## src/rtl/alu_mul_seq.sv

```systemverilog
// Shift-add multiplier controller that sequences an external combinational ALU slice array.
// Optional ALU_MUL_SKIP_EN: bypasses ADD for iterations whose multiplier bit is zero.
module alu_mul_seq #(
  parameter int WIDTH = 4
) (
  input  logic               clk,
  input  logic               rst_n,
  input  logic               start,
  input  logic [WIDTH-1:0]   a_in,
  input  logic [WIDTH-1:0]   b_in,
  output logic               busy,
  output logic               done,
  output logic [2*WIDTH-1:0] product,
  output logic [WIDTH-1:0]   alu_a,
  output logic [WIDTH-1:0]   alu_b,
  output logic               alu_cin,
  output logic [3:0]         alu_sel,
  input  logic [WIDTH-1:0]   alu_f,
  input  logic               alu_cout
);

  localparam int CW = $clog2(WIDTH) + 1;
  localparam logic [3:0] SEL_ADD  = 4'b0010;
  localparam logic [3:0] SEL_XFER = 4'b0000;

  typedef enum logic [1:0] {S_IDLE, S_ADD, S_SHIFT, S_DONE} state_e;

  state_e               state_q, state_d;
  logic [WIDTH-1:0]     m_q, m_d;
  logic [WIDTH-1:0]     acc_q, acc_d;
  logic [WIDTH-1:0]     q_q, q_d;
  logic                 c_q, c_d;
  logic [CW-1:0]        cnt_q, cnt_d;
  logic [CW-1:0]        cnt_inc;
  logic [2*WIDTH-1:0]   product_q, product_d;

  assign cnt_inc = cnt_q + CW'(1);

  always_comb begin
    state_d   = state_q;
    m_d       = m_q;
    acc_d     = acc_q;
    q_d       = q_q;
    c_d       = c_q;
    cnt_d     = cnt_q;
    product_d = product_q;
    alu_sel   = SEL_XFER;
    unique case (state_q)
      S_IDLE: begin
        if (start) begin
          m_d     = a_in;
          q_d     = b_in;
          acc_d   = '0;
          c_d     = 1'b0;
          cnt_d   = '0;
          state_d = S_ADD;
        end
      end
      S_ADD: begin
        alu_sel = q_q[0] ? SEL_ADD : SEL_XFER;
        acc_d   = alu_f;
        c_d     = q_q[0] & alu_cout;
        state_d = S_SHIFT;
      end
      S_SHIFT: begin
        {c_d, acc_d, q_d} = {1'b0, c_q, acc_q, q_q[WIDTH-1:1]};
        cnt_d = cnt_inc;
        if (cnt_inc == CW'(WIDTH)) begin
          state_d = S_DONE;
        end else begin
`ifdef ALU_MUL_SKIP_EN
          // A zero bit arriving at Q[0] would only transfer ACC; shift again instead.
          state_d = q_d[0] ? S_ADD : S_SHIFT;
`else
          state_d = S_ADD;
`endif
        end
      end
      S_DONE: begin
        product_d = {acc_q, q_q};
        state_d   = S_IDLE;
      end
      default: state_d = S_IDLE;
    endcase
  end

  always_ff @(posedge clk or negedge rst_n) begin
    if (!rst_n) begin
      state_q   <= S_IDLE;
      m_q       <= '0;
      acc_q     <= '0;
      q_q       <= '0;
      c_q       <= 1'b0;
      cnt_q     <= '0;
      product_q <= '0;
    end else begin
      state_q   <= state_d;
      m_q       <= m_d;
      acc_q     <= acc_d;
      q_q       <= q_d;
      c_q       <= c_d;
      cnt_q     <= cnt_d;
      product_q <= product_d;
    end
  end

  assign busy    = (state_q != S_IDLE);
  assign done    = (state_q == S_DONE);
  assign product = product_q;
  assign alu_a   = acc_q;
  assign alu_b   = m_q;
  assign alu_cin = 1'b0;

endmodule

```

## config.mk

```make
export PLATFORM = sky130hd
export DESIGN_NAME = alu_mul_seq
export DESIGN_NICKNAME = d
export VERILOG_FILES = /design/src/rtl/alu_mul_seq.sv
export SDC_FILE = /design/constraint.sdc
export NUM_CORES = 1
export LEC_CHECK = 0
export CAP_MARGIN = 0
export CORE_ASPECT_RATIO = 1.25
export CORE_MARGIN = 2
export CORE_UTILIZATION = 45
export DETAILED_ROUTE_END_ITERATION = 6
export PLACE_DENSITY = 0.78
export SETUP_SLACK_MARGIN = 0.15
export SLEW_MARGIN = 20
export SYNTH_ARGS = -nofsm -noshare
export SYNTH_HDL_FRONTEND = slang
export SYNTH_SLANG_ARGS = --single-unit
```

## constraint.sdc

```tcl
create_clock -name clk -period 2 [get_ports clk]
set_input_delay 0.4 -clock clk [delete_from_list [all_inputs] [get_ports clk]]
set_output_delay 0.4 -clock clk [all_outputs]
set_load 0.005 [all_outputs]
```

==> results of run 1 <==
placed cells by master, fill, tap and decap left out, drive strengths merged, types with 2 or more instances in the layout:
cell           netlist  final
ha                   6      6
clkbuf               0      4
nand4b               3      3
a22oi                4      4
mux2                12     12
mux2i                2      2
a21oi                3      3
o21ai                8      8
inv                  4      4
clkdlybuf4s50        0     31
conb                 1      4
nand2               13     13
dfrtp               26     26
nand3                6      6
buf                  9     10
critical path: stages, from the launching register on:
cell	delay, ps
dfrtp_1	410
buf_4	140
buf_4	140
ha_1	180
dlygate4sd2_1	260
worst max path at each step:
stage,startpoint,endpoint,slack (ps),cells after the start
floorplan,state_q[0],c_q,600,5
global placement,state_q[1],alu_sel[1],220,4
detailed placement,start,alu_a[1],180,4
CTS,state_q[0],busy,80,4
global route,state_q[1],done,80,4
finish,state_q[1],done,150,4
layout make-up:
class,count,area [um2]
multi-input combinational,71,533
clock buffer,3,22.5
tap,34,42.5
fill,222,977
inverter,4,15.0
sequential,26,652
timing repair buffer,44,412
stage by stage:
stage               instances  power (W)  instance area, um2  utilization  hold WS [ps]
finish                    182    0.00236                1680        0.632           430
global route              182    0.00252                1680        0.632           454
CTS                       179    0.00232                1660        0.624           447
detailed placement        173    0.00205                1600        0.602           489
global placement          173    0.00200                1600        0.602           467
floorplan                 110    0.00156                1250            -           104
per-layer routing:
layer	up-vias	wire, um	GRT usage
met3	4	105	0.0239
met1	458	1050	0.212
met4	0	39	0.0709
li1	451	-	-
met2	26	1360	0.304
met5	-	0	0
sequential cells by signal, summed over array words and instances (netlist names):
register  count
alu_a         4
product       8
c_q           1
state_q       2
alu_b         4
q_q           4
cnt_q         3
cell families (layout without fill, tap and decap cells):
group / Yosys count / in the layout / share of synthesized area
compound gates: 19 / 19 / 0.0982
fa+ha+maj: 6 / 6 / 0.0607
buf+inv: 13 / 51 / 0.0638
flops: 26 / 26 / 0.526
mux: 14 / 14 / 0.129
other cells: 1 / 4 / 0.00303
simple gates: 28 / 28 / 0.119
repair_timing:
item                       in CTS  in global routing
cloned                          0                  0
setup endpoints to repair       3                  2
setup buffers                   3                  3
resized for setup               7                  4
power by group through the flow:
stage,registers (W),clock network (W),logic (W)
6_report,0.000878,0.000222,0.00126
5_1_grt,0.000904,0.000240,0.00138
4_1_cts,0.000880,0.000217,0.00122
3_5_place_dp,0.000898,0,0.00115
3_3_place_gp,0.000882,0,0.00112
2_1_floorplan,0.000873,0,0.000683
==> flow_metrics.tcl, run 1 <==
set metrics [dict create \
    fp.dieH_um 62.6 \
    maxSlewViolCount 0 \
    die_w_um 50.9 \
    postRouteAntennaNets 0 \
    irDropWorstVdd_mv 0.750 \
    async_flop_share 1.00 \
    cts-htree-levels 1 \
    crit_fanout 4 \
    grt_max_degree 27 \
    routed_wl_um 2550 \
    worstPathArrival_ps 1450 \
    antennaDiodeCount 0 \
    period_needed_ps 1850 \
    grt_overflow_total 0 \
    synth.top_cells.by_count "26 x dfrtp_1, 12 x mux2_2, 12 x nand2_1" \
    switching_share 0.356 \
    wl_per_cell_um 14.0 \
    vias_per_cell 5.16 \
    p_sw_w 0.000840 \
    path_clk_slew_ps 140 \
    core.rowCount 21 \
    finalCritPeriodShare 0.924 \
    cp-end-kind "output port" \
    synth_area_leaders "dfrtp_1 53%, mux2_2 11%, ha_1 6.1%" \
    clk_latency_ps 320 \
    clock_skew_ps 5.91 \
    root_buffer "clkbuf_4" \
    core_area_um2 2650 \
    syn_inst 107 \
    synth_area_um2 1240 \
    cts_buffers 3 \
    p_seq_frac 0.372 \
    antenna_found_initial 0 \
    crit_type "register to output port" \
    drt_iter0_drc 12 \
    synth.avg_cell_area_um2 11.6 \
    ios 39 \
    synth_flop_cell "dfrtp_1" \
    r2r_end "cnt_q[1]" \
    ys_types 28 \
    fin_nets 172 \
    r2r_setup_slack_ps 340 \
    portBuffers 34 \
    setup_viol_count_final 0 \
    cts.sinks 26 \
    drc 0 \
    ys_warn_count 0 \
    finalHoldViolations 0 \
    yosysTopAreaCellShare 0.526 \
    hold_buffers 0 \
    syn2layout_area_growth_pct 35.6 \
    drv_cap 0 \
    hp-class "input pin to async pin" \
    dp_hpwl_um 1870 \
    p_leak_nw 0.747 \
    seq_area_frac_synth 0.526 \
    die-area_um2 3190 \
    p_per_area_nw_per_um2 1410 \
    track_usage 0.174 \
    grt_pass1_wl_um 4200 \
    ys_ff_latch 26 \
    rsz0062_at_grt "yes" \
    tns_ps 0 \
    grt_pass1_vias 941 \
    fin_ws_ps 152 \
    crit_path_start_kind "register" \
    worst-r2r-cell-count 6 \
    cts_buffer_depth 2 \
    pre_cts_slack_ps 183 \
    cts_tree "yes" \
    combPwrFrac 0.534 \
    synth_most_common_cell "dfrtp_1" \
    clock.fmax_ghz 0.541 \
    synth_edf_count 0 \
    dr.pass1.iters 4 \
    p_int_w 0.00152 \
    vias 939 \
    final_layout_size_suffix_gt1_frac 0.230 \
    start_util 0.466 \
    status "finished clean" \
    required_ps 1600 \
    pwr-share-clk 0.094 \
    gp_congestion 0.833 \
    rr_startpoint "state_q[0]" \
    synth_top_area_cell "dfrtp_1" \
]
No activity file was read; power rests on OpenSTA's default activity.
==> run 2: changes to the inputs <==
--- a/config.mk
+++ b/config.mk
@@ -9,10 +9,10 @@
 export CORE_ASPECT_RATIO = 1.25
 export CORE_MARGIN = 2
 export CORE_UTILIZATION = 45
+export CTS_CLUSTER_DIAMETER = 120
 export DETAILED_ROUTE_END_ITERATION = 6
 export PLACE_DENSITY = 0.78
 export SETUP_SLACK_MARGIN = 0.15
-export SLEW_MARGIN = 20
 export SYNTH_ARGS = -nofsm -noshare
 export SYNTH_HDL_FRONTEND = slang
 export SYNTH_SLANG_ARGS = --single-unit
==> results of run 2 <==
Same layout as run 1: the final DEF is identical, and so are final timing and power.
==> run 3: changes to the inputs <==
--- a/config.mk
+++ b/config.mk
@@ -8,11 +8,12 @@
 export CAP_MARGIN = 0
 export CORE_ASPECT_RATIO = 1.25
 export CORE_MARGIN = 2
-export CORE_UTILIZATION = 45
+export CORE_UTILIZATION = 41
 export CTS_CLUSTER_DIAMETER = 120
 export DETAILED_ROUTE_END_ITERATION = 6
-export PLACE_DENSITY = 0.78
+export PLACE_DENSITY = 0.75
 export SETUP_SLACK_MARGIN = 0.15
+export SKIP_LAST_GASP = 1
 export SYNTH_ARGS = -nofsm -noshare
 export SYNTH_HDL_FRONTEND = slang
 export SYNTH_SLANG_ARGS = --single-unit
==> constraint.sdc (replaced) <==
create_clock -name clk -period 1.5 [get_ports clk]
set_input_delay 0.3 -clock clk [delete_from_list [all_inputs] [get_ports clk]]
set_output_delay 0.3 -clock clk [all_outputs]
set_load 0.005 [all_outputs]
==> flow_metrics.tcl, run 3 (same netlist as run 1, synthesis figures left out) <==
set metrics [dict create \
    worst-r2r-cell-count 7 \
    grt_overflow_total 0 \
    hp-class "input pin to async pin" \
    die-area_um2 3470 \
    irDropWorstVdd_mv 1.09 \
    fin_nets 192 \
    cts_tree "yes" \
    dr.pass1.iters 4 \
    drv_cap 0 \
    routed_wl_um 3210 \
    r2r_setup_slack_ps -50 \
    maxSlewViolCount 0 \
    power_w 0.00429 \
    final_common_cell "dfrtp_1" \
    syn2layout_area_growth_pct 67.7 \
    crit_type "register to output port" \
    pwr-share-clk 0.112 \
    clk_latency_ps 320 \
    core.rowCount 22 \
    worstPathArrival_ps 1300 \
    p_seq_frac 0.270 \
    portBuffers 34 \
    dp_hpwl_um 2050 \
    cts.sinks 26 \
    path_clk_slew_ps 140 \
    crit_fanout 3 \
    largest_reg_flops 8 \
    required_ps 1200 \
    gp_congestion 0.772 \
    p_per_area_nw_per_um2 2070 \
    start_util 0.424 \
    switching_share 0.352 \
    rr_startpoint "state_q[0]" \
    root_buffer "clkbuf_4" \
    rsz0062_at_grt "yes" \
    final_layout_size_suffix_gt1_frac 0.438 \
    fin_ws_ps -98.0 \
    p_leak_nw 0.959 \
    cts_buffers 3 \
    grt_max_degree 27 \
    hold_buffers 0 \
    postRouteAntennaNets 0 \
    die_w_um 53.1 \
    core_area_um2 2920 \
    period_needed_ps 1600 \
    ios 39 \
    vias 1045 \
    p_int_w 0.00278 \
    final_cell_mix "26 x dfrtp_1, 16 x dlygate4sd2_1, 15 x buf_6, 15 x clkdlybuf4s50_1, 13 x buf_4" \
    finalHoldViolations 0 \
    antenna_found_initial 0 \
    clock.fmax_ghz 0.626 \
    status "finished with violations" \
    vias_per_cell 5.10 \
    fill_cells 203 \
    antennaDiodeCount 0 \
    grt_pass1_wl_um 5060 \
    r2r_end "cnt_q[1]" \
    violations "negative setup slack" \
    finalCritPeriodShare 1.07 \
    cp-end-kind "output port" \
    tns_ps -340 \
    p_sw_w 0.00151 \
    crit_path_start_kind "register" \
    cts-htree-levels 1 \
    cts_buffer_depth 2 \
    drc 0 \
    drt_iter0_drc 43 \
    track_usage 0.203 \
    grt_pass1_vias 1053 \
    combPwrFrac 0.618 \
    wl_per_cell_um 15.6 \
    setup_viol_count_final 10 \
    fp.dieH_um 65.4 \
    clock_skew_ps 5.88 \
]
==> run 3: metal layers <==
| metal | wire length (um) | vias to the layer above | GRT usage |
|---|---|---|---|
| li1 | - | 492 | - |
| met1 | 1330 | 529 | 0.246 |
| met2 | 1750 | 22 | 0.356 |
| met3 | 104 | 2 | 0.0250 |
| met4 | 24 | 0 | 0.0833 |
| met5 | 0 | - | 0 |
==> run 3: how the worst max path moves through the flow <==
stage                     startpoint    endpoint  slack (ps)
final                     state_q[0]  alu_sel[1]        -100
after global routing      state_q[0]  alu_sel[1]        -140
after CTS                 state_q[0]  alu_sel[1]         -90
after detailed placement       start    alu_a[1]        -210
after global placement         start    alu_a[0]        -100
after floorplan           state_q[0]      q_q[1]         170
==> run 3: through the flow <==
step / hold slack [ps] / util / cell area (um2) / setup slack (ps) / cells
after global placement: 463 / 0.579 / 1690 / -97.3 / 184
after floorplan: 4.41 / - / 1260 / 173 / 110
after detailed placement: 490 / 0.579 / 1690 / -212 / 184
after global routing: 344 / 0.711 / 2070 / -145 / 205
final: 335 / 0.711 / 2070 / -98.0 / 205
after CTS: 328 / 0.695 / 2030 / -91.2 / 205
==> run 3: what timing repair did <==
action / CTS / global route
pin swaps: 14 / 6
endpoints found under the setup margin: 37 / 29
buffers inserted: 15 / 0
endpoints found under the hold margin: 0 / 0
gates resized for setup: 72 / 12
gates cloned: 2 / 0
==> run 3: power groups by stage <==
stage               sequential [W]  clock [W]  combinational (W)
floorplan                  0.00116          0           0.000973
global placement           0.00117          0            0.00170
detailed placement         0.00119          0            0.00178
CTS                        0.00115   0.000495            0.00248
global route               0.00119   0.000524            0.00285
finish                     0.00116   0.000479            0.00265
==> run 3: area by class of cell <==
cell class,instances,area [um2],area share
well taps,36,45.0,0.0217
multi-input cells,72,681,0.328
inverters,4,17.5,0.00845
repair buffers,63,627,0.302
clock buffers,3,22.5,0.0109
flip-flops and latches,26,651,0.314
clock inverters,1,30.0,0.0145
==> run 3: critical path, cell delays in order, from the launching register on <==
cell     delay (ps)
dfrtp_1         450
buf_6           140
ha_4            150
and2_4          140
buf_6           110
